`config.mk`:
```
export PLATFORM = sky130hd
export DESIGN_NAME = matrix_burst_master_flat
export DESIGN_NICKNAME = d
export VERILOG_FILES = /design/src/rtl/matrix_burst_master_if.sv /design/src/rtl/matrix_burst_master.sv /design/src/flat_wrapper.sv
export SDC_FILE = /design/constraint.sdc
export NUM_CORES = 1
export LEC_CHECK = 0
export ABC_AREA = 1
export CAP_MARGIN = 10
export CORE_UTILIZATION = 29
export CTS_BUF_LIST = sky130_fd_sc_hd__clkbuf_4 sky130_fd_sc_hd__clkbuf_8 sky130_fd_sc_hd__clkbuf_16
export DETAILED_ROUTE_END_ITERATION = 7
export GPL_TIMING_DRIVEN = 0
export HOLD_SLACK_MARGIN = 0.03
export PLACE_DENSITY_LB_ADDON = 0.12
export SYNTH_ARGS = -nofsm -noshare
export SYNTH_HDL_FRONTEND = slang
export SYNTH_SLANG_ARGS = --single-unit
export TNS_END_PERCENT = 20
```
`constraint.sdc`:
```
create_clock -name clk -period 1.33 [get_ports clk]
set_input_delay 0.133 -clock clk [delete_from_list [all_inputs] [get_ports clk]]
set_output_delay 0.133 -clock clk [all_outputs]
set_load 0.01 [all_outputs]
```
`src/rtl/matrix_burst_master_if.sv`:
```
// Slave register-decode and master write-port bundle for matrix_burst_master.
// The block uses the "master" modport; a bus model or bench uses "slave".
interface matrix_burst_master_if #(
   parameter int DATA_W = 32,
   parameter int ADDR_W = 8
);
   logic [ADDR_W-1:0] S_address;
   logic              S_sel;
   logic              S_wr;
   logic [DATA_W-1:0] S_din;
   logic [ADDR_W-1:0] M_address;
   logic [DATA_W-1:0] M_dout;
   logic              M_req;
   logic              M_wr;
   logic              M_grant;

   modport master (
      input  S_address, S_sel, S_wr, S_din, M_grant,
      output M_address, M_dout, M_req, M_wr
   );

   modport slave (
      output S_address, S_sel, S_wr, S_din, M_grant,
      input  M_address, M_dout, M_req, M_wr
   );
endinterface

```
`src/rtl/matrix_burst_master.sv`:
```
// Burst write master: on a qualified trigger, writes rData to len_reg consecutive
// addresses from DST_BASE, advancing one beat per granted cycle.
module matrix_burst_master #(
   parameter int                DATA_W      = 32,
   parameter int                ADDR_W      = 8,
   parameter int                MAX_WORDS   = 4,
   parameter logic [ADDR_W-1:0] DST_BASE    = 8'h60,
   parameter logic [3:0]        TRIG_OFFSET = 4'h6,
   parameter logic [3:0]        LEN_OFFSET  = 4'h7
) (
   input  logic                   clk,
   input  logic                   reset_n,
   matrix_burst_master_if.master  bus,
   input  logic                   clear,
   input  logic                   m_interrupt,
   input  logic [DATA_W-1:0]      rData,
   output logic                   busy,
   output logic                   done
);
   localparam int LEN_W = $clog2(MAX_WORDS + 1);

   typedef enum logic [1:0] {IDLE, XFER, DONE} state_t;

   state_t            state_q, state_d;
   logic [LEN_W-1:0]  cnt_q, cnt_d, len_q, len_d;
   logic [ADDR_W-1:0] addr_q, addr_d;
   logic              req_q, req_d, busy_q, busy_d, done_q, done_d;
   logic              sel_wr, trig, len_wr, last_beat;

   // Only the low nibble of the slave address is decoded.
   wire unused_addr_hi = &{1'b0, bus.S_address[ADDR_W-1:4]};

   assign sel_wr    = bus.S_sel && bus.S_wr;
   assign trig      = sel_wr && (bus.S_address[3:0] == TRIG_OFFSET) && m_interrupt;
   assign len_wr    = sel_wr && (bus.S_address[3:0] == LEN_OFFSET);
   assign last_beat = (cnt_q == len_q - LEN_W'(1));

   always_comb begin
      state_d = state_q;
      cnt_d   = cnt_q;
      addr_d  = addr_q;
      req_d   = req_q;
      len_d   = len_q;

      // The clamp looks at the whole write value so e.g. 9 is "too long", not 9 mod 8.
      if (len_wr && state_q != XFER) begin
         if (bus.S_din == '0 || bus.S_din > DATA_W'(MAX_WORDS))
            len_d = LEN_W'(MAX_WORDS);
         else
            len_d = bus.S_din[LEN_W-1:0];
      end

      case (state_q)
         IDLE: begin
            if (trig) begin
               state_d = XFER;
               cnt_d   = '0;
               addr_d  = DST_BASE;
               req_d   = 1'b1;
            end
         end
         XFER: begin
            if (bus.M_grant) begin
               if (last_beat) begin
                  state_d = DONE;
                  cnt_d   = '0;
                  addr_d  = '0;
                  req_d   = 1'b0;
               end else begin
                  cnt_d  = cnt_q + LEN_W'(1);
                  addr_d = addr_q + ADDR_W'(1);
               end
            end
         end
         DONE:    ;
         default: state_d = IDLE;
      endcase

      // Abort wins over trigger and over a completing beat; len_reg survives it.
      if (clear) begin
         state_d = IDLE;
         cnt_d   = '0;
         addr_d  = '0;
         req_d   = 1'b0;
      end

      busy_d = (state_d == XFER);
      done_d = (state_d == DONE);
   end

   always_ff @(posedge clk) begin
      if (!reset_n) begin
         state_q <= IDLE;
         cnt_q   <= '0;
         len_q   <= LEN_W'(MAX_WORDS);
         addr_q  <= '0;
         req_q   <= 1'b0;
         busy_q  <= 1'b0;
         done_q  <= 1'b0;
      end else begin
         state_q <= state_d;
         cnt_q   <= cnt_d;
         len_q   <= len_d;
         addr_q  <= addr_d;
         req_q   <= req_d;
         busy_q  <= busy_d;
         done_q  <= done_d;
      end
   end

   assign bus.M_address = addr_q;
   assign bus.M_req     = req_q;
   assign bus.M_wr      = req_q;
   assign bus.M_dout    = req_q ? rData : '0;
   assign busy          = busy_q;
   assign done          = done_q;
endmodule

```
`src/flat_wrapper.sv`:
```
// flat-port wrapper written by rule: the top's interface ports become plain ports
module matrix_burst_master_flat 
#(
   parameter int                DATA_W      = 32,
   parameter int                ADDR_W      = 8,
   parameter int                MAX_WORDS   = 4,
   parameter logic [ADDR_W-1:0] DST_BASE    = 8'h60,
   parameter logic [3:0]        TRIG_OFFSET = 4'h6,
   parameter logic [3:0]        LEN_OFFSET  = 4'h7
)
  (clk, reset_n, clear, m_interrupt, rData, busy, done, bus_S_address, bus_S_sel, bus_S_wr, bus_S_din, bus_M_grant, bus_M_address, bus_M_dout, bus_M_req, bus_M_wr);
  matrix_burst_master_if #(.DATA_W(DATA_W), .ADDR_W(ADDR_W)) bus_i ();
  input  logic clk;
  input  logic reset_n;
  input  logic clear;
  input  logic m_interrupt;
  input  logic [DATA_W-1:0] rData;
  output logic busy;
  output logic done;
  input wire logic [$bits(bus_i.S_address)-1:0] bus_S_address;
  input wire logic [$bits(bus_i.S_sel)-1:0] bus_S_sel;
  input wire logic [$bits(bus_i.S_wr)-1:0] bus_S_wr;
  input wire logic [$bits(bus_i.S_din)-1:0] bus_S_din;
  input wire logic [$bits(bus_i.M_grant)-1:0] bus_M_grant;
  output wire logic [$bits(bus_i.M_address)-1:0] bus_M_address;
  output wire logic [$bits(bus_i.M_dout)-1:0] bus_M_dout;
  output wire logic [$bits(bus_i.M_req)-1:0] bus_M_req;
  output wire logic [$bits(bus_i.M_wr)-1:0] bus_M_wr;
  assign bus_i.S_address = bus_S_address;
  assign bus_i.S_sel = bus_S_sel;
  assign bus_i.S_wr = bus_S_wr;
  assign bus_i.S_din = bus_S_din;
  assign bus_i.M_grant = bus_M_grant;
  assign bus_M_address = bus_i.M_address;
  assign bus_M_dout = bus_i.M_dout;
  assign bus_M_req = bus_i.M_req;
  assign bus_M_wr = bus_i.M_wr;
  matrix_burst_master #(.DATA_W(DATA_W), .ADDR_W(ADDR_W), .MAX_WORDS(MAX_WORDS), .DST_BASE(DST_BASE), .TRIG_OFFSET(TRIG_OFFSET), .LEN_OFFSET(LEN_OFFSET)) u_core (.clk(clk), .reset_n(reset_n), .bus(bus_i), .clear(clear), .m_interrupt(m_interrupt), .rData(rData), .busy(busy), .done(done));
endmodule
```
==> impl_metrics.prom, run 1 <==
# TYPE chip_impl_metric gauge
chip_impl_metric{name="drt-initial-drc-count",unit=""} 58
chip_impl_metric{name="nets",unit=""} 481
chip_impl_metric{name="post_route_setup_tns",unit="ps"} -1040
chip_impl_metric{name="period_utilisation_layout",unit="%"} 110
chip_impl_metric{name="final.setup_skew",unit="ps"} 2.67
chip_impl_metric{name="worst-endpoint-required",unit="ps"} 1480
chip_impl_metric{name="dieHeight",unit="um"} 73.2
chip_impl_metric{name="setup_viol",unit=""} 12
chip_impl_metric{name="yosys_register_bits",unit=""} 19
chip_impl_metric{name="syn-mean-instance-area",unit="um^2"} 5.37
chip_impl_metric{name="dp_hpwl",unit="um"} 3870
chip_impl_info{name="cts_tree",value="built"} 1
chip_impl_metric{name="worstPathMaxFanout",unit=""} 7
chip_impl_metric{name="vias_in_the_first_global_route",unit=""} 1777
chip_impl_metric{name="cts_hold_buffers",unit=""} 0
chip_impl_metric{name="fmax",unit="MHz"} 681
chip_impl_metric{name="cell_count_after_synthesis",unit=""} 274
chip_impl_info{name="critical_path_class",value="reg -> reg"} 1
chip_impl_metric{name="mappedNetlistNets",unit=""} 356
chip_impl_metric{name="synth_top_area_share",unit="%"} 25.9
chip_impl_info{name="synth_ff_type",value="dfxtp_1"} 1
chip_impl_metric{name="final.setup.worst_slack",unit="ps"} -139
chip_impl_metric{name="worst_pin_slew",unit="ps"} 290
chip_impl_metric{name="dieArea",unit="um^2"} 5360
chip_impl_metric{name="clk-insertion-delay-late",unit="ps"} 250
chip_impl_metric{name="drc",unit=""} 0
chip_impl_metric{name="start_util",unit="%"} 30.5
chip_impl_metric{name="max-cap-violations",unit=""} 0
chip_impl_metric{name="dr.pass1.iters",unit=""} 4
chip_impl_info{name="violated_checks",value="negative setup slack"} 1
chip_impl_metric{name="gpl.final_weighted_congestion",unit=""} 0.750
chip_impl_metric{name="area.growth.synth_to_final",unit="%"} 88.8
chip_impl_info{name="setup_repair_after_global_routing_missed_its_margin",value="yes"} 1
chip_impl_metric{name="worst_slew_margin_rel",unit="%"} 80.6
chip_impl_metric{name="placement.setup.worst_slack",unit="ps"} -435
chip_impl_metric{name="yosysWarnings",unit=""} 0
chip_impl_metric{name="tritoncts.num_buffers",unit=""} 3
chip_impl_metric{name="synth_area",unit="um^2"} 1470
chip_impl_info{name="min-delay-path-class",value="in -> reg"} 1
chip_impl_metric{name="hold_viol_final",unit=""} 0
chip_impl_metric{name="post_route_cells_drive_above_1_share",unit="%"} 19.3
chip_impl_info{name="cts_root_buf",value="clkbuf_8"} 1
chip_impl_metric{name="groute.usage.overall",unit="%"} 16.9
chip_impl_metric{name="ant_nets",unit=""} 0
chip_impl_info{name="yosys.cell_count.top_type",value="nand2_1"} 1
chip_impl_metric{name="cts_htree_levels",unit=""} 1
chip_impl_metric{name="detail_route.wirelength",unit="um"} 4610
chip_impl_metric{name="max-vdd-ir-drop",unit="mV"} 0.456
chip_impl_metric{name="leak_pwr",unit="uW"} 0.00151
chip_impl_metric{name="largest_net_degree_at_the_start_of_global_routing",unit=""} 11
chip_impl_metric{name="arrival",unit="ps"} 1620
chip_impl_metric{name="yosys.cell_types.count",unit=""} 22
chip_impl_metric{name="synth_enable_flop_cells",unit=""} 0
chip_impl_metric{name="finalPower",unit="uW"} 1280
chip_impl_metric{name="count_of_boundary_i_o_pins",unit=""} 123
chip_impl_metric{name="num_antenna_cells",unit=""} 0
chip_impl_info{name="critical_path.endpoint_type",value="flop"} 1
chip_impl_metric{name="post_drt_via_cell_ratio",unit=""} 4.20
chip_impl_metric{name="port_buffers",unit=""} 118
chip_impl_metric{name="report.final.slew_viol_count",unit=""} 0
chip_impl_metric{name="core",unit="um^2"} 4820
chip_impl_info{name="outcome",value="complete, but fails checks"} 1
chip_impl_info{name="yosys-top-cells-area",value="dfxtp_1 26%, nand2_1 26%, inv_1 13%"} 1
chip_impl_metric{name="clk_transition_reported_paths",unit="ps"} 70
chip_impl_metric{name="wl_per_cell",unit="um"} 9.91
chip_impl_metric{name="antenna_found_initial",unit=""} 0
chip_impl_metric{name="clockBufferDepth",unit=""} 2
chip_impl_info{name="post-synth-top-area-cell",value="dfxtp_1"} 1
chip_impl_metric{name="postSynth.asyncResetShare",unit="%"} 0
chip_impl_metric{name="die_x",unit="um"} 73.2
chip_impl_info{name="cp-start-kind",value="flop"} 1
chip_impl_metric{name="first_pass_grt_wire_length",unit="um"} 7160
chip_impl_metric{name="p_per_area",unit="nW/um^2"} 462
chip_impl_info{name="synthTopCellsByCount",value="100 x nand2_1, 52 x inv_1, 48 x nor2_1, 19 x dfxtp_1, 18 x nand3_1"} 1
chip_impl_metric{name="detailroute.via_count",unit=""} 1951
chip_impl_metric{name="row_count",unit=""} 25
chip_impl_metric{name="cts.sinks",unit=""} 19
chip_impl_metric{name="post_synthesis_sequential_area_ratio",unit="%"} 25.9
chip_impl_metric{name="grt_remaining_overflow",unit=""} 0
chip_impl_metric{name="fin_crit",unit="ps"} 1470
[layout by cell type, fill, tap and decap left out, drive strengths merged, types with 6 or more instances in the layout]
master and instances:
a21oi 11, buf 36, clkbuf 7, clkdlybuf4s50 78, dfxtp 19, dlygate4sd2 6, inv 56, nand2 102
nand3 19, nor2 51
[layer usage]
layer	vias to the layer above	GRT usage (%)	part of all wire, %
li1	1058	-	-
met2	66	31.7	52
met4	0	3.27	0.63
met5	-	0	0
met1	823	18.4	40
met3	4	5.52	8.0
[where the power goes]
group,switching (uW),leakage (uW),internal (uW)
registers,0.536,0.000156,569
clock network,191,0.0000262,233
logic,78.5,0.00132,212
[metrics by stage]
stage / hold slack, ps / utilization [%] / instance area [um^2] / cells
finish: 418 / 57.7 / 2780 / 465
global route: 416 / 57.7 / 2780 / 465
CTS: 414 / 56.9 / 2740 / 464
detailed placement: 456 / 56.9 / 2740 / 459
global placement: 458 / 56.9 / 2740 / 459
floorplan: 202 / - / 1480 / 274
[flip-flops by register name, indices dropped and copies added (netlist names)]
signal	count
u_core.bus.M_address	8
u_core.bus.M_req	1
u_core.busy	1
u_core.cnt_q	3
u_core.done	1
u_core.len_q	3
u_core.state_q	2
[critical path, stage by stage, from the launching register on]
cell	delay, ps
dfxtp_2	350
inv_2	50
ha_4	260
inv_2	30
nand2_2	50
nand2_2	60
nor2_4	130
nand2_2	80
nand2_1	80
nand2_2	70
nand2_4	140
nor2_1	50
[final cells by class]
cell class,count,area (um^2)
Sequential cell,19,387
Clock buffer,4,48.8
Fill cell,484,2040
Multi-Input combinational cell,193,918
Inverter,56,210
Buffer,6,86.3
Tap cell,67,83.8
Timing Repair Buffer,120,1040
[repair_timing]
item	CTS	global route
pin swaps	0	8
resized for setup	137	30
cloned	0	0
setup endpoints to repair	51	27
endpoints found under the hold margin	0	0
buffers inserted	1	1
[cells by family after synthesis]
| group | count (synthesis) | synth area share (%) |
|---|---|---|
| AOI/OAI and AO/OA | 13 | 4.68 |
| buffers and inverters | 62 | 16.6 |
| DFF | 19 | 25.9 |
| and+or+nand+nor | 177 | 50.3 |
| adders and majority gates | 3 | 2.55 |
[path summary, 6_finish.rpt]
kind                              to  slack (ps)            start  depth (start not counted)
min                  u_core.len_q[2]         420          reset_n                          2
max reg2reg  u_core.bus.M_address[4]        -140  u_core.len_q[0]                         11
min reg2reg          u_core.len_q[1]         460  u_core.len_q[1]                          2
max          u_core.bus.M_address[4]        -140  u_core.len_q[0]                         11
(Power assumes the default switching activity.)
==> inputs of run 2 (changes only) <==
--- a/config.mk
+++ b/config.mk
@@ -12,7 +12,7 @@
 export DETAILED_ROUTE_END_ITERATION = 7
 export GPL_TIMING_DRIVEN = 0
 export HOLD_SLACK_MARGIN = 0.03
-export PLACE_DENSITY_LB_ADDON = 0.12
+export PLACE_DENSITY = 0.8
 export SYNTH_ARGS = -nofsm -noshare
 export SYNTH_HDL_FRONTEND = slang
 export SYNTH_SLANG_ARGS = --single-unit
==> impl_metrics.prom, run 2 (synthesized netlist as in run 1, its figures left out) <==
# TYPE chip_impl_metric gauge
chip_impl_metric{name="wl_per_cell",unit="um"} 9.93
chip_impl_metric{name="post_drt_via_cell_ratio",unit=""} 4.33
chip_impl_metric{name="clk_transition_reported_paths",unit="ps"} 70
chip_impl_metric{name="clockBufferDepth",unit=""} 2
chip_impl_info{name="worst_r2r_startpoint",value="u_core.len_q[0]"} 1
chip_impl_metric{name="dieArea",unit="um^2"} 5360
chip_impl_metric{name="groute.usage.overall",unit="%"} 17.7
chip_impl_metric{name="worst_pin_slew",unit="ps"} 358
chip_impl_metric{name="grt_remaining_overflow",unit=""} 0
chip_impl_metric{name="dp_hpwl",unit="um"} 3740
chip_impl_info{name="min_from",value="reset_n"} 1
chip_impl_metric{name="largest_net_degree_at_the_start_of_global_routing",unit=""} 12
chip_impl_info{name="outcome",value="complete, but fails checks"} 1
chip_impl_metric{name="num_antenna_cells",unit=""} 0
chip_impl_metric{name="drc",unit=""} 0
chip_impl_metric{name="tritoncts.num_buffers",unit=""} 3
chip_impl_info{name="critical_path_class",value="reg -> reg"} 1
chip_impl_metric{name="antenna_found_initial",unit=""} 0
chip_impl_metric{name="die_x",unit="um"} 73.2
chip_impl_metric{name="hold_depth",unit=""} 2
chip_impl_info{name="critical_path.endpoint_type",value="flop"} 1
chip_impl_info{name="violated_checks",value="negative setup slack"} 1
chip_impl_metric{name="hold_viol_final",unit=""} 0
chip_impl_metric{name="detailroute.via_count",unit=""} 2041
chip_impl_metric{name="detail_route.wirelength",unit="um"} 4680
chip_impl_info{name="cts_root_buf",value="clkbuf_8"} 1
chip_impl_info{name="worstHoldEndpoint",value="u_core.len_q[2]"} 1
chip_impl_info{name="layout.cells.most_common_list",value="92 x nand2_1, 77 x clkdlybuf4s50_1, 50 x inv_1"} 1
chip_impl_metric{name="regToRegSetupSlack",unit="ps"} -110
chip_impl_metric{name="first_pass_grt_wire_length",unit="um"} 7560
chip_impl_info{name="cp-start-kind",value="flop"} 1
chip_impl_info{name="min-delay-path-class",value="in -> reg"} 1
chip_impl_metric{name="leak_pwr",unit="uW"} 0.00154
chip_impl_metric{name="finalPower",unit="uW"} 1280
chip_impl_metric{name="timing.hold.ws",unit="ps"} 403
chip_impl_metric{name="period_utilisation_layout",unit="%"} 108
chip_impl_metric{name="timing.reg2reg.worst_path_depth",unit=""} 11
chip_impl_metric{name="area.growth.synth_to_final",unit="%"} 92.4
chip_impl_metric{name="dr.pass1.iters",unit=""} 4
chip_impl_metric{name="clk-insertion-delay-late",unit="ps"} 260
chip_impl_metric{name="max-cap-violations",unit=""} 0
chip_impl_metric{name="drt-initial-drc-count",unit=""} 79
chip_impl_metric{name="worst-endpoint-required",unit="ps"} 1490
chip_impl_metric{name="worst_slew_margin_rel",unit="%"} 76.1
chip_impl_metric{name="cts_htree_levels",unit=""} 1
chip_impl_metric{name="start_util",unit="%"} 30.5
chip_impl_metric{name="max-vdd-ir-drop",unit="mV"} 0.287
chip_impl_info{name="layout_commonest_cell",value="nand2_1"} 1
chip_impl_metric{name="fmax",unit="MHz"} 696
chip_impl_metric{name="filler_cell_count",unit=""} 477
chip_impl_metric{name="final.setup_skew",unit="ps"} 2.59
chip_impl_metric{name="report.final.slew_viol_count",unit=""} 0
chip_impl_metric{name="worstPathMaxFanout",unit=""} 7
chip_impl_info{name="cts_tree",value="built"} 1
chip_impl_metric{name="fin_crit",unit="ps"} 1440
chip_impl_info{name="reg2reg_to",value="u_core.bus.M_address[7]"} 1
chip_impl_info{name="setup_repair_after_global_routing_missed_its_margin",value="yes"} 1
chip_impl_metric{name="post_route_cells_drive_above_1_share",unit="%"} 21.0
chip_impl_metric{name="count_of_boundary_i_o_pins",unit=""} 123
chip_impl_metric{name="setup_viol",unit=""} 13
chip_impl_metric{name="ant_nets",unit=""} 0
chip_impl_metric{name="cts.sinks",unit=""} 19
chip_impl_metric{name="nets",unit=""} 487
chip_impl_metric{name="cts_hold_buffers",unit=""} 0
chip_impl_metric{name="row_count",unit=""} 25
chip_impl_metric{name="largest_reg_flops",unit=""} 8
chip_impl_metric{name="final.setup.worst_slack",unit="ps"} -107
chip_impl_metric{name="gpl.final_weighted_congestion",unit=""} 0.750
chip_impl_metric{name="p_per_area",unit="nW/um^2"} 452
chip_impl_metric{name="arrival",unit="ps"} 1600
chip_impl_metric{name="vias_in_the_first_global_route",unit=""} 1934
chip_impl_metric{name="dieHeight",unit="um"} 73.2
chip_impl_metric{name="final_cells",unit=""} 471
chip_impl_metric{name="dpl.cell_count",unit=""} 459
chip_impl_metric{name="port_buffers",unit=""} 118
chip_impl_metric{name="core",unit="um^2"} 4820
## run 2: cell count changes in the layout (fill, tap and decap cells not counted), moves of 2 or more
cell / change
nand2_2: +2
nor2_1: +2
nand2_1: -2
buf_4: +6
## run 2: worst max path at each step
stage	to	slack, ps	cells past startpoint	start
after detailed placement	bus_M_dout[17]	-430	5	u_core.bus.M_req
after global routing	u_core.bus.M_address[4]	-190	11	u_core.len_q[0]
after CTS	u_core.bus.M_address[7]	-90	11	u_core.len_q[0]
after global placement	bus_M_dout[26]	-420	5	u_core.bus.M_req
after floorplan	u_core.bus.M_address[3]	3	11	u_core.len_q[0]
final	u_core.bus.M_address[7]	-110	11	u_core.len_q[0]
## run 2: timing repair
item,in CTS,in global routing
setup endpoints to repair,51,33
pin swaps,5,9
resized for setup,143,26
setup buffers,1,7
## run 2: stage by stage
| stage | instance area (um^2) | util (%) | TNS [ps] | setup WS [ps] |
|---|---|---|---|---|
| 2_1_floorplan | 1480 | - | 0 | 3.47 |
| 3_5_place_dp | 2740 | 56.9 | -15080 | -432 |
| 4_1_cts | 2750 | 57.0 | -566 | -89.4 |
| 5_1_grt | 2830 | 58.8 | -2540 | -185 |
| 3_3_place_gp | 2740 | 56.9 | -14250 | -417 |
| 6_report | 2830 | 58.8 | -926 | -107 |
## run 2: critical path: stages (launching register included)
cell and delay [ps]:
dfxtp_2 350, inv_2 50, ha_4 260, inv_2 30, nand2_2 50, nand2_2 70, nor2_4 130, nand2_2 90
nand2_2 70, nand2_2 60, nand2_4 120, nor2_2 60
## run 2: routing by layer
| metal | track usage, % | routed length [um] | vias up |
|---|---|---|---|
| met5 | 0 | 0 | - |
| met4 | 7.19 | 108 | 0 |
| met3 | 3.18 | 287 | 9 |
| met2 | 33.3 | 2460 | 81 |
| met1 | 19.2 | 1830 | 880 |
| li1 | - | - | 1071 |
## run 2: power breakdown
part           switching, uW  internal [uW]
clock network            209            209
registers              0.559            569
logic                   79.8            213
## run 2: layout make-up
cell class,count,area [um^2],area share [%]
multi-input cells,193,923,32.6
flip-flops and latches,19,388,13.7
clock buffers,3,41.3,1.46
plain buffers,6,86.3,3.05
clock inverters,1,5.00,0.177
inverters,56,210,7.42
well taps,67,83.8,2.96
repair buffers,126,1090,38.6
